<file path="src/rtl/riscv_pipe_pkg.sv">
// riscv_pipe_pkg: shared pipeline definitions for the mem_stage slice.
//   XLEN_DEFAULT  : default datapath width
//   MB_*          : bit positions inside the EX/MEM mBuffer control field
//   WB_*          : bit positions inside the wbBuffer control field
//   mem_state_e   : memory stage FSM states
//   memwb_ctrl_t  : control portion of the MEM/WB register
package riscv_pipe_pkg;

    localparam int unsigned XLEN_DEFAULT = 64;

    localparam int unsigned MB_BRANCH   = 2;
    localparam int unsigned MB_MEMREAD  = 1;
    localparam int unsigned MB_MEMWRITE = 0;

    localparam int unsigned WB_REGWRITE = 1;
    localparam int unsigned WB_MEMTOREG = 0;

    typedef enum logic [0:0] {
        S_IDLE   = 1'b0,
        S_ACCESS = 1'b1
    } mem_state_e;

    typedef struct packed {
        logic [4:0] rd;
        logic [1:0] wb;
        logic       mem_err;
    } memwb_ctrl_t;

    // Keep MemtoReg, clear RegWrite so an aborted load never writes the register file.
    function automatic logic [1:0] wb_kill_regwrite(input logic [1:0] wb);
        logic [1:0] r;
        r              = '0;
        r[WB_MEMTOREG] = wb[WB_MEMTOREG];
        return r;
    endfunction

endpackage

</file>
<file path="src/rtl/mem_stage_if.sv">
// mem_stage_if: request/acknowledge bus between the memory stage and data memory.
//   req, we       : request and write enable (master -> slave)
//   addr, wdata   : address and store data, stable while req=1 (master -> slave)
//   rdata         : load data, valid only while ack=1 (slave -> master)
//   ack           : transaction complete (slave -> master)
interface mem_stage_if
    import riscv_pipe_pkg::*;
#(
    parameter int unsigned XLEN = XLEN_DEFAULT
);
    logic            req;
    logic            we;
    logic [XLEN-1:0] addr;
    logic [XLEN-1:0] wdata;
    logic [XLEN-1:0] rdata;
    logic            ack;

    modport master (
        output req,
        output we,
        output addr,
        output wdata,
        input  rdata,
        input  ack
    );

    modport slave (
        input  req,
        input  we,
        input  addr,
        input  wdata,
        output rdata,
        output ack
    );
endinterface

</file>
<file path="src/rtl/memwb_reg.sv">
// memwb_reg: MEM/WB pipeline register.
//   clk, reset        : clock, asynchronous active-high reset (clears to a bubble)
//   load_data         : capture read_data_d / alu_result_d / ctrl_d
//   load_bubble       : capture an all-zero bubble (load_data has priority)
//   read_data_q, alu_result_q, ctrl_q : registered MEM/WB contents
// With neither load input asserted the register holds its value.
module memwb_reg
    import riscv_pipe_pkg::*;
#(
    parameter int unsigned XLEN = XLEN_DEFAULT
) (
    input  logic            clk,
    input  logic            reset,
    input  logic            load_bubble,
    input  logic            load_data,
    input  logic [XLEN-1:0] read_data_d,
    input  logic [XLEN-1:0] alu_result_d,
    input  memwb_ctrl_t     ctrl_d,
    output logic [XLEN-1:0] read_data_q,
    output logic [XLEN-1:0] alu_result_q,
    output memwb_ctrl_t     ctrl_q
);

    always_ff @(posedge clk or posedge reset) begin
        if (reset) begin
            read_data_q  <= '0;
            alu_result_q <= '0;
            ctrl_q       <= '0;
        end else if (load_data) begin
            read_data_q  <= read_data_d;
            alu_result_q <= alu_result_d;
            ctrl_q       <= ctrl_d;
        end else if (load_bubble) begin
            read_data_q  <= '0;
            alu_result_q <= '0;
            ctrl_q       <= '0;
        end
    end

endmodule

</file>
<file path="src/rtl/mem_stage.sv">
// mem_stage: memory stage of the five-stage RISC-V pipeline.
// Resolves the branch, runs a req/ack data memory transaction for loads and
// stores while stalling upstream, and loads the MEM/WB register.
//   clk, reset                      : clock, asynchronous active-high reset
//   ex_valid, zero_in, branch_in,
//   aluResult_in, forwardB_in, rd_in,
//   mBuffer_in, wbBuffer_in         : EX/MEM bundle
//   pcSrc, branchTarget_out         : branch decision (combinational)
//   stall                           : hold upstream registers (combinational)
//   dmem                            : data memory bus (mem_stage_if.master)
//   readData_out, aluResult_out,
//   rd_out, wbBuffer_out, memErr_out: MEM/WB register
// Optional feature macro: MEM_STAGE_TIMEOUT_EN aborts an access after TIMEOUT
// cycles without ack; otherwise the stage waits for ack indefinitely.
module mem_stage
    import riscv_pipe_pkg::*;
#(
    parameter int unsigned XLEN    = XLEN_DEFAULT,
    parameter int unsigned TIMEOUT = 16
) (
    input  logic             clk,
    input  logic             reset,
    input  logic             ex_valid,
    input  logic             zero_in,
    input  logic [XLEN-1:0]  branch_in,
    input  logic [XLEN-1:0]  aluResult_in,
    input  logic [XLEN-1:0]  forwardB_in,
    input  logic [4:0]       rd_in,
    input  logic [2:0]       mBuffer_in,
    input  logic [1:0]       wbBuffer_in,
    output logic             pcSrc,
    output logic [XLEN-1:0]  branchTarget_out,
    output logic             stall,
    mem_stage_if.master      dmem,
    output logic [XLEN-1:0]  readData_out,
    output logic [XLEN-1:0]  aluResult_out,
    output logic [4:0]       rd_out,
    output logic [1:0]       wbBuffer_out,
    output logic             memErr_out
);

    localparam logic [0:0] ST_IDLE   = 1'(S_IDLE);
    localparam logic [0:0] ST_ACCESS = 1'(S_ACCESS);

    if (TIMEOUT < 1) begin : g_timeout_chk
        $error("mem_stage: TIMEOUT must be at least 1");
    end

    logic [0:0]      state_q, state_d;
    logic            req_q, req_d;
    logic            we_q, we_d;
    logic [XLEN-1:0] addr_q, addr_d;
    logic [XLEN-1:0] wdata_q, wdata_d;
    logic [4:0]      rd_q, rd_d;
    logic [1:0]      wbb_q, wbb_d;

    logic            memop_c;
    logic            timeout_hit_c;
    logic            stall_c;

    logic            wb_load_data;
    logic            wb_load_bubble;
    logic [XLEN-1:0] wb_rdata_d;
    logic [XLEN-1:0] wb_alu_d;
    memwb_ctrl_t     wb_ctrl_d;
    memwb_ctrl_t     wb_ctrl_q;

    // Branch resolution is independent of the memory FSM.
    assign pcSrc            = mBuffer_in[MB_BRANCH] & zero_in & ex_valid;
    assign branchTarget_out = branch_in;

    assign memop_c = ex_valid & (mBuffer_in[MB_MEMREAD] | mBuffer_in[MB_MEMWRITE]);

`ifdef MEM_STAGE_TIMEOUT_EN
    localparam int unsigned CNT_W = $clog2(TIMEOUT + 1);

    logic [CNT_W-1:0] cnt_q;

    // Counts ACCESS cycles without ack; cleared when a new access is launched.
    always_ff @(posedge clk or posedge reset) begin
        if (reset) begin
            cnt_q <= '0;
        end else if (state_q == ST_IDLE && memop_c) begin
            cnt_q <= '0;
        end else if (state_q == ST_ACCESS && !dmem.ack) begin
            cnt_q <= cnt_q + CNT_W'(1);
        end
    end

    assign timeout_hit_c = (state_q == ST_ACCESS) & ~dmem.ack
                         & (cnt_q == CNT_W'(TIMEOUT - 1));
`else
    assign timeout_hit_c = 1'b0;
`endif

    // Next-state, bus latch and MEM/WB load control.
    always_comb begin
        state_d        = state_q;
        req_d          = req_q;
        we_d           = we_q;
        addr_d         = addr_q;
        wdata_d        = wdata_q;
        rd_d           = rd_q;
        wbb_d          = wbb_q;
        stall_c        = 1'b0;
        wb_load_data   = 1'b0;
        wb_load_bubble = 1'b0;
        wb_rdata_d     = '0;
        wb_alu_d       = '0;
        wb_ctrl_d      = '0;

        case (state_q)
            ST_IDLE: begin
                if (memop_c) begin
                    // Launch: latch the bundle, it is not sampled again until ack.
                    stall_c        = 1'b1;
                    state_d        = ST_ACCESS;
                    req_d          = 1'b1;
                    we_d           = mBuffer_in[MB_MEMWRITE];
                    addr_d         = aluResult_in;
                    wdata_d        = forwardB_in;
                    rd_d           = rd_in;
                    wbb_d          = wbBuffer_in;
                    wb_load_bubble = 1'b1;
                end else if (ex_valid) begin
                    wb_load_data   = 1'b1;
                    wb_alu_d       = aluResult_in;
                    wb_ctrl_d.rd   = rd_in;
                    wb_ctrl_d.wb   = wbBuffer_in;
                end else begin
                    wb_load_bubble = 1'b1;
                end
            end
            ST_ACCESS: begin
                if (dmem.ack) begin
                    // Write wins when both MemRead and MemWrite are set.
                    state_d        = ST_IDLE;
                    req_d          = 1'b0;
                    wb_load_data   = 1'b1;
                    wb_rdata_d     = we_q ? '0 : dmem.rdata;
                    wb_alu_d       = addr_q;
                    wb_ctrl_d.rd   = rd_q;
                    wb_ctrl_d.wb   = wbb_q;
                end else if (timeout_hit_c) begin
                    state_d           = ST_IDLE;
                    req_d             = 1'b0;
                    wb_load_data      = 1'b1;
                    wb_alu_d          = addr_q;
                    wb_ctrl_d.rd      = rd_q;
                    wb_ctrl_d.wb      = wb_kill_regwrite(wbb_q);
                    wb_ctrl_d.mem_err = 1'b1;
                end else begin
                    stall_c        = 1'b1;
                    wb_load_bubble = 1'b1;
                end
            end
            default: begin
                state_d = ST_IDLE;
                req_d   = 1'b0;
            end
        endcase
    end

    // State and bus latches; reset drops dmem_req immediately.
    always_ff @(posedge clk or posedge reset) begin
        if (reset) begin
            state_q <= ST_IDLE;
            req_q   <= 1'b0;
            we_q    <= 1'b0;
            addr_q  <= '0;
            wdata_q <= '0;
            rd_q    <= '0;
            wbb_q   <= '0;
        end else begin
            state_q <= state_d;
            req_q   <= req_d;
            we_q    <= we_d;
            addr_q  <= addr_d;
            wdata_q <= wdata_d;
            rd_q    <= rd_d;
            wbb_q   <= wbb_d;
        end
    end

    assign stall      = stall_c;
    assign dmem.req   = req_q;
    assign dmem.we    = we_q;
    assign dmem.addr  = addr_q;
    assign dmem.wdata = wdata_q;

    memwb_reg #(
        .XLEN (XLEN)
    ) u_memwb (
        .clk          (clk),
        .reset        (reset),
        .load_bubble  (wb_load_bubble),
        .load_data    (wb_load_data),
        .read_data_d  (wb_rdata_d),
        .alu_result_d (wb_alu_d),
        .ctrl_d       (wb_ctrl_d),
        .read_data_q  (readData_out),
        .alu_result_q (aluResult_out),
        .ctrl_q       (wb_ctrl_q)
    );

    assign rd_out       = wb_ctrl_q.rd;
    assign wbBuffer_out = wb_ctrl_q.wb;
    assign memErr_out   = wb_ctrl_q.mem_err;

endmodule

</file>
<file path="src/flat_wrapper.sv">
// flat-port wrapper written by rule: the top's interface ports become plain ports
module mem_stage_flat import riscv_pipe_pkg::*;
#(
    parameter int unsigned XLEN    = XLEN_DEFAULT,
    parameter int unsigned TIMEOUT = 16
)
  (clk, reset, ex_valid, zero_in, branch_in, aluResult_in, forwardB_in, rd_in, mBuffer_in, wbBuffer_in, pcSrc, branchTarget_out, stall, readData_out, aluResult_out, rd_out, wbBuffer_out, memErr_out, dmem_req, dmem_we, dmem_addr, dmem_wdata, dmem_rdata, dmem_ack);
  mem_stage_if #(.XLEN(XLEN)) dmem_i ();
  input  logic clk;
  input  logic reset;
  input  logic ex_valid;
  input  logic zero_in;
  input  logic [XLEN-1:0] branch_in;
  input  logic [XLEN-1:0] aluResult_in;
  input  logic [XLEN-1:0] forwardB_in;
  input  logic [4:0] rd_in;
  input  logic [2:0] mBuffer_in;
  input  logic [1:0] wbBuffer_in;
  output logic pcSrc;
  output logic [XLEN-1:0] branchTarget_out;
  output logic stall;
  output logic [XLEN-1:0] readData_out;
  output logic [XLEN-1:0] aluResult_out;
  output logic [4:0] rd_out;
  output logic [1:0] wbBuffer_out;
  output logic memErr_out;
  output wire logic [$bits(dmem_i.req)-1:0] dmem_req;
  output wire logic [$bits(dmem_i.we)-1:0] dmem_we;
  output wire logic [$bits(dmem_i.addr)-1:0] dmem_addr;
  output wire logic [$bits(dmem_i.wdata)-1:0] dmem_wdata;
  input wire logic [$bits(dmem_i.rdata)-1:0] dmem_rdata;
  input wire logic [$bits(dmem_i.ack)-1:0] dmem_ack;
  assign dmem_req = dmem_i.req;
  assign dmem_we = dmem_i.we;
  assign dmem_addr = dmem_i.addr;
  assign dmem_wdata = dmem_i.wdata;
  assign dmem_i.rdata = dmem_rdata;
  assign dmem_i.ack = dmem_ack;
  mem_stage #(.XLEN(XLEN), .TIMEOUT(TIMEOUT)) u_core (.clk(clk), .reset(reset), .ex_valid(ex_valid), .zero_in(zero_in), .branch_in(branch_in), .aluResult_in(aluResult_in), .forwardB_in(forwardB_in), .rd_in(rd_in), .mBuffer_in(mBuffer_in), .wbBuffer_in(wbBuffer_in), .pcSrc(pcSrc), .branchTarget_out(branchTarget_out), .stall(stall), .dmem(dmem_i), .readData_out(readData_out), .aluResult_out(aluResult_out), .rd_out(rd_out), .wbBuffer_out(wbBuffer_out), .memErr_out(memErr_out));
endmodule
</file>
<file path="config.mk">
export PLATFORM = sky130hd
export DESIGN_NAME = mem_stage_flat
export DESIGN_NICKNAME = d
export VERILOG_FILES = /design/src/rtl/riscv_pipe_pkg.sv /design/src/rtl/mem_stage_if.sv /design/src/rtl/memwb_reg.sv /design/src/rtl/mem_stage.sv /design/src/flat_wrapper.sv
export SDC_FILE = /design/constraint.sdc
export NUM_CORES = 1
export LEC_CHECK = 0
export BUFFER_PORTS_ARGS = -buffer_cell sky130_fd_sc_hd__buf_2
export CELL_PAD_IN_SITES_DETAIL_PLACEMENT = 0
export CELL_PAD_IN_SITES_GLOBAL_PLACEMENT = 1
export CORE_AREA = 3 3 231 233
export CTS_CLUSTER_DIAMETER = 120
export DETAILED_ROUTE_END_ITERATION = 12
export DIE_AREA = 0 0 234 236
export PLACE_DENSITY_LB_ADDON = 0.1
export SETUP_SLACK_MARGIN = 0.15
export SYNTH_ARGS = -nofsm -noshare
export SYNTH_HDL_FRONTEND = slang
export SYNTH_HIERARCHICAL = 1
export SYNTH_SLANG_ARGS = --single-unit
</file>
<file path="constraint.sdc">
create_clock -name clk -period 4.8 [get_ports clk]
set_input_delay 0.96 -clock clk [delete_from_list [all_inputs] [get_ports clk]]
set_output_delay 0.96 -clock clk [all_outputs]
set_load 0.1 [all_outputs]
</file>
== Yosys cells after proc, flatten, opt, wreduce, memory -nomap -nowiden ==
Index checks and enable logic that the tools add are counted.
W data, S select, Z words.
Cells by class
  bitwise gates (word level): 5
  eq/ne operators: 2
  multiplexer cells: 29
  reduce and logical (&&, ||, !) cells: 3
Operators by type and width (count)
  $mux W64: 9
  $pmux W64 S2: 1
  $mux W7: 3
  $mux W8: 2
  $pmux W7 S2: 1
  $mux W1: 9
  $pmux W1 S2: 4
  $reduce_and A2 Y1: 2
  $and A1 B1 Y1: 3
  $ne A2 B1 Y1 const B: 1
  $ne A2 B2 Y1 const B: 1
  $reduce_bool A2 Y1: 1
  $not A1 Y1: 1
  $or A1 B1 Y1: 1
Storage, ports and cells
  input port bits: 271
  flip-flop bits (word level): 274
  word-level logic and storage cells: 51

== Longest topological paths before layout ==
  depth after elaboration: 6
  depth in mapped cells: 9
  mapped depth without buffers: 5

== Hierarchy ==
Netlist, hierarchy kept.
By module, submodules not included
  mem_stage: cells each 525, instances 1, area each 6993.0 um2
  memwb_reg: cells each 449, instances 1, area each 5251.3 um2

== Worst setup path before layout ==
OpenSTA, ideal clock, no wires.
  path type: input-to-output
  start: input port ex_valid
  end: output port stall
  setup slack: 1287 ps
  arrival time: 2553 ps
  data required time: 3840 ps
  stages: 2
  buffers on the path: 0
  cells stage by stage: nand2b_4 o22ai_1
Between the ends
  longest elaborated chain between the ends: 3
Ends and longest elaborated chain
  start, declared: RTL line flat_wrapper.sv:11  | input logic ex_valid;
  $and A1 B1 Y1: RTL line mem_stage.sv:72  | assign memop_c = ex_valid & (mBuffer_in[MB_MEMREAD] | mBuffer_in[MB_MEMWRITE]);
  $mux W1: RTL line mem_stage.sv:114  | if (memop_c) begin
  $pmux W1 S2: RTL line mem_stage.sv:112  | case (state_q)
  end, declared: RTL line flat_wrapper.sv:21  | output logic stall;
Every way passes these cells.

== Final worst setup path ==
  start: input port mBuffer_in[0]
  end: output port stall
Between the ends
  longest elaborated chain between the ends: 4
Ends and longest elaborated chain
  start, declared: RTL line flat_wrapper.sv:17  | input logic [2:0] mBuffer_in;
  $or A1 B1 Y1: RTL line mem_stage.sv:72
  $and A1 B1 Y1: RTL line mem_stage.sv:72
  $mux W1: RTL line mem_stage.sv:114
  $pmux W1 S2: RTL line mem_stage.sv:112
Every way passes these cells.

==> impl_metrics.yaml <==
global_routing:
  grt_usage_pct: 15.24
  grt_pass1_wl_um: 63580
  first_global_vias: 9395
  grt_max_degree: 148
  grt_overflow: 0
  antenna_found_initial: 14
floorplanning:
  die_h_um: 236
  dieArea_um2: 55220
  die_w_um: 234
  core_um2: 51410
  rows: 83
  start_util_pct: 23.82
  ios: 603
yosys:
  synthCells: 974
  ys_seq_area_share_pct: 56.00
  synthTopCellsByArea: "dfrtp_1 56%, a22o_1 9.9%, mux2_2 8.8%"
  synth_cell_types: 27
  synth_area_leader_cell: "dfrtp_1"
  synth_top_area_share_pct: 56.00
  yosys_warnings: 6
  synth_ff_type: "dfrtp_1"
  yosysMostFrequentCell: "dfrtp_1"
  synth_area_um2: 12240
  ys_ff_latch: 274
  async_reset_ff_share_pct: 100.0
  synthTopCellsByCount: "274 x dfrtp_1, 139 x a22o_1, 96 x mux2_2"
  avgSynthCellArea_um2: 12.57
  synth_nets: 1245
  synth_edf_count: 0
clock_tree:
  clkLatencyLatePin_ns: 0.54
  h-tree-depth: 2
  post_cts_buffers: 0
  cts_hold_buf: 0
  clockBufferDepth: 3
  cts_buffers: 36
  cts_resized: 0
  cts_root_buf: "clkbuf_16"
  clkSlewWorstSetupHoldPaths_ns: 0.05
  tritoncts: "done"
  cts.sinks: 274
power_and_ir_drop:
  seqPwrFrac_pct: 31.3
  leakagePower_uw: 0.007790
  p_int_uw: 4908
  ir_drop_mv: 0.2993
  p_per_area_nw_per_um2: 574.3
  clkPwrFrac_pct: 28.6
  swShare_pct: 46.19
  switchingPower_uw: 4212
  p_comb_share_pct: 40.1
job:
  drv_cap: 0
routing:
  vias: 8941
  drtIter0Drc: 403
  viasPerCell: 4.311
  dr.pass1.iters: 5
  wl_per_cell_um: 21.03
  routed_wl_um: 43620
  drc_errors: 0
  ant_nets: 0
finish:
  multiInputGateArea_um2: 4471
  finalNetCount: 1634
  regArea_um2: 6857
  drive_gt1_share_pct: 49.46
  nFillCells: 5392
  syn2layout_area_growth_pct: 29.71
  fin_cells: 2074
timing:
  min_period_over_period_pct: 62.02
  fmax_mhz: 335.9
  min_period_ns: 2.977
  skew_ns: 0.02683
  finalHoldViolCount: 0
  fin_tns_setup_ns: 0
  rsz0062_at_grt: "false"
  max_slew_margin_pct: 31.37
  setup_viol: 0
  slew_viol_final: 0
  worst_slew_pin_slew_ns: 1.029
worst_setup_path:
  worst_ep_required_time_ns: 3.84
  crit_path_start_kind: "input pin"
  critPathKind: "in -> out"
  critical_path_arrival_ns: 2.02
  endpoint_kind: "output port"
  crit_path_max_fanout: 3
min_path:
  hp-class: "reg -> reg"
placement:
  gp_congestion: 0.7478
  place_inst: 2005
  hpwl_um: 29810
  port_buffers: 474
status:
  outcome: "finished, final reports clean"
-- path summary, 6_finish.rpt --
check | to | slack [ns] | start | cells after the start
setup reg to reg | u_core/u_memwb/read_data_q[58] | 2.24 | u_core/state_q | 6
hold / removal | u_core/dmem.req | 0.48 | u_core/dmem.req | 1
hold reg to reg | u_core/dmem.req | 0.48 | u_core/dmem.req | 1
min in group asynchronous | u_core/dmem.addr[29] | 0.49 | reset | 2
max in group asynchronous | u_core/u_memwb/read_data_q[11] | 3.15 | reset | 3
setup / recovery | stall | 1.82 | mBuffer_in[0] | 4
-- layout make-up --
cell class	instances	area share [%]
repair buffers	487	15.87
flip-flops and latches	274	43.17
clock buffers	55	6.957
well taps	680	5.357
multi-input cells	561	28.15
diodes	9	0.1418
inverters	3	0.1261
clock inverters	5	0.2285
-- critical path, stage by stage --
cell and delay (ns):
buf_2 0.14, nor2_4 0.07, o22ai_1 0.31, buf_2 0.53
-- power by group through the flow --
stage | Combinational [uW] | Sequential [uW] | Clock, uW
floorplan | 962 | 5160 | 0
global placement | 3700 | 2880 | 0
detailed placement | 3700 | 2880 | 0
CTS | 3700 | 2860 | 2730
global route | 3790 | 2900 | 2810
finish | 3660 | 2850 | 2610
-- metrics by stage --
stage	hold slack, ns	power (uW)	utilization, %	instance area, um2	worst slack, ns
after detailed placement	0.4641	6585	28.63	14720	1.547
final	0.4775	9120	30.89	15880	1.823
after global placement	0.4588	6579	28.63	14720	1.608
after global routing	0.4782	9502	30.86	15860	1.757
after floorplan	0.4810	6126	-	12250	0.2005
after CTS	0.4633	9284	30.85	15860	1.762
-- flip-flops by register name, indices dropped and copies added (netlist names) --
name,cells
u_core/wbb_q,2
u_core/dmem.we,1
u_core/dmem.addr,64
u_core/dmem.wdata,64
u_core/state_q,1
u_core/rd_q,5
u_core/u_memwb/read_data_q,64
u_core/u_memwb/ctrl_q,8
u_core/dmem.req,1
u_core/u_memwb/alu_result_q,64
-- layout by cell type (no fill, tap or decap), drive strengths merged --
master,count
inv,2
nand2b,70
o21ai,69
buf,487
clkinv,5
clkbuf,55
nor2,5
conb,1
or2,1
nand2,71
mux2,135
and3,1
clkinvlp,1
a21o,1
a22o,139
o22ai,1
diode,9
nor3,1
dfrtp,274
nor2b,1
and2,65
-- cells by family after synthesis --
kind of cell           share of synthesized area (%)
other                                        0.03063
AO/OA/AOI/OAI                                  12.88
multiplexers                                   13.61
buffers and inverters                          7.695
flip-flops                                     56.00
AND/OR/NAND/NOR                                9.790
-- per-layer routing --
layer	GRT usage [%]	wire length (um)	vias up
met3	7.548	4741	55
met5	0	80	-
met2	24.43	20070	375
li1	-	-	4129
met4	3.191	653	10
met1	18.47	18070	4372
Note: power is estimated with default switching activity, not from simulation.
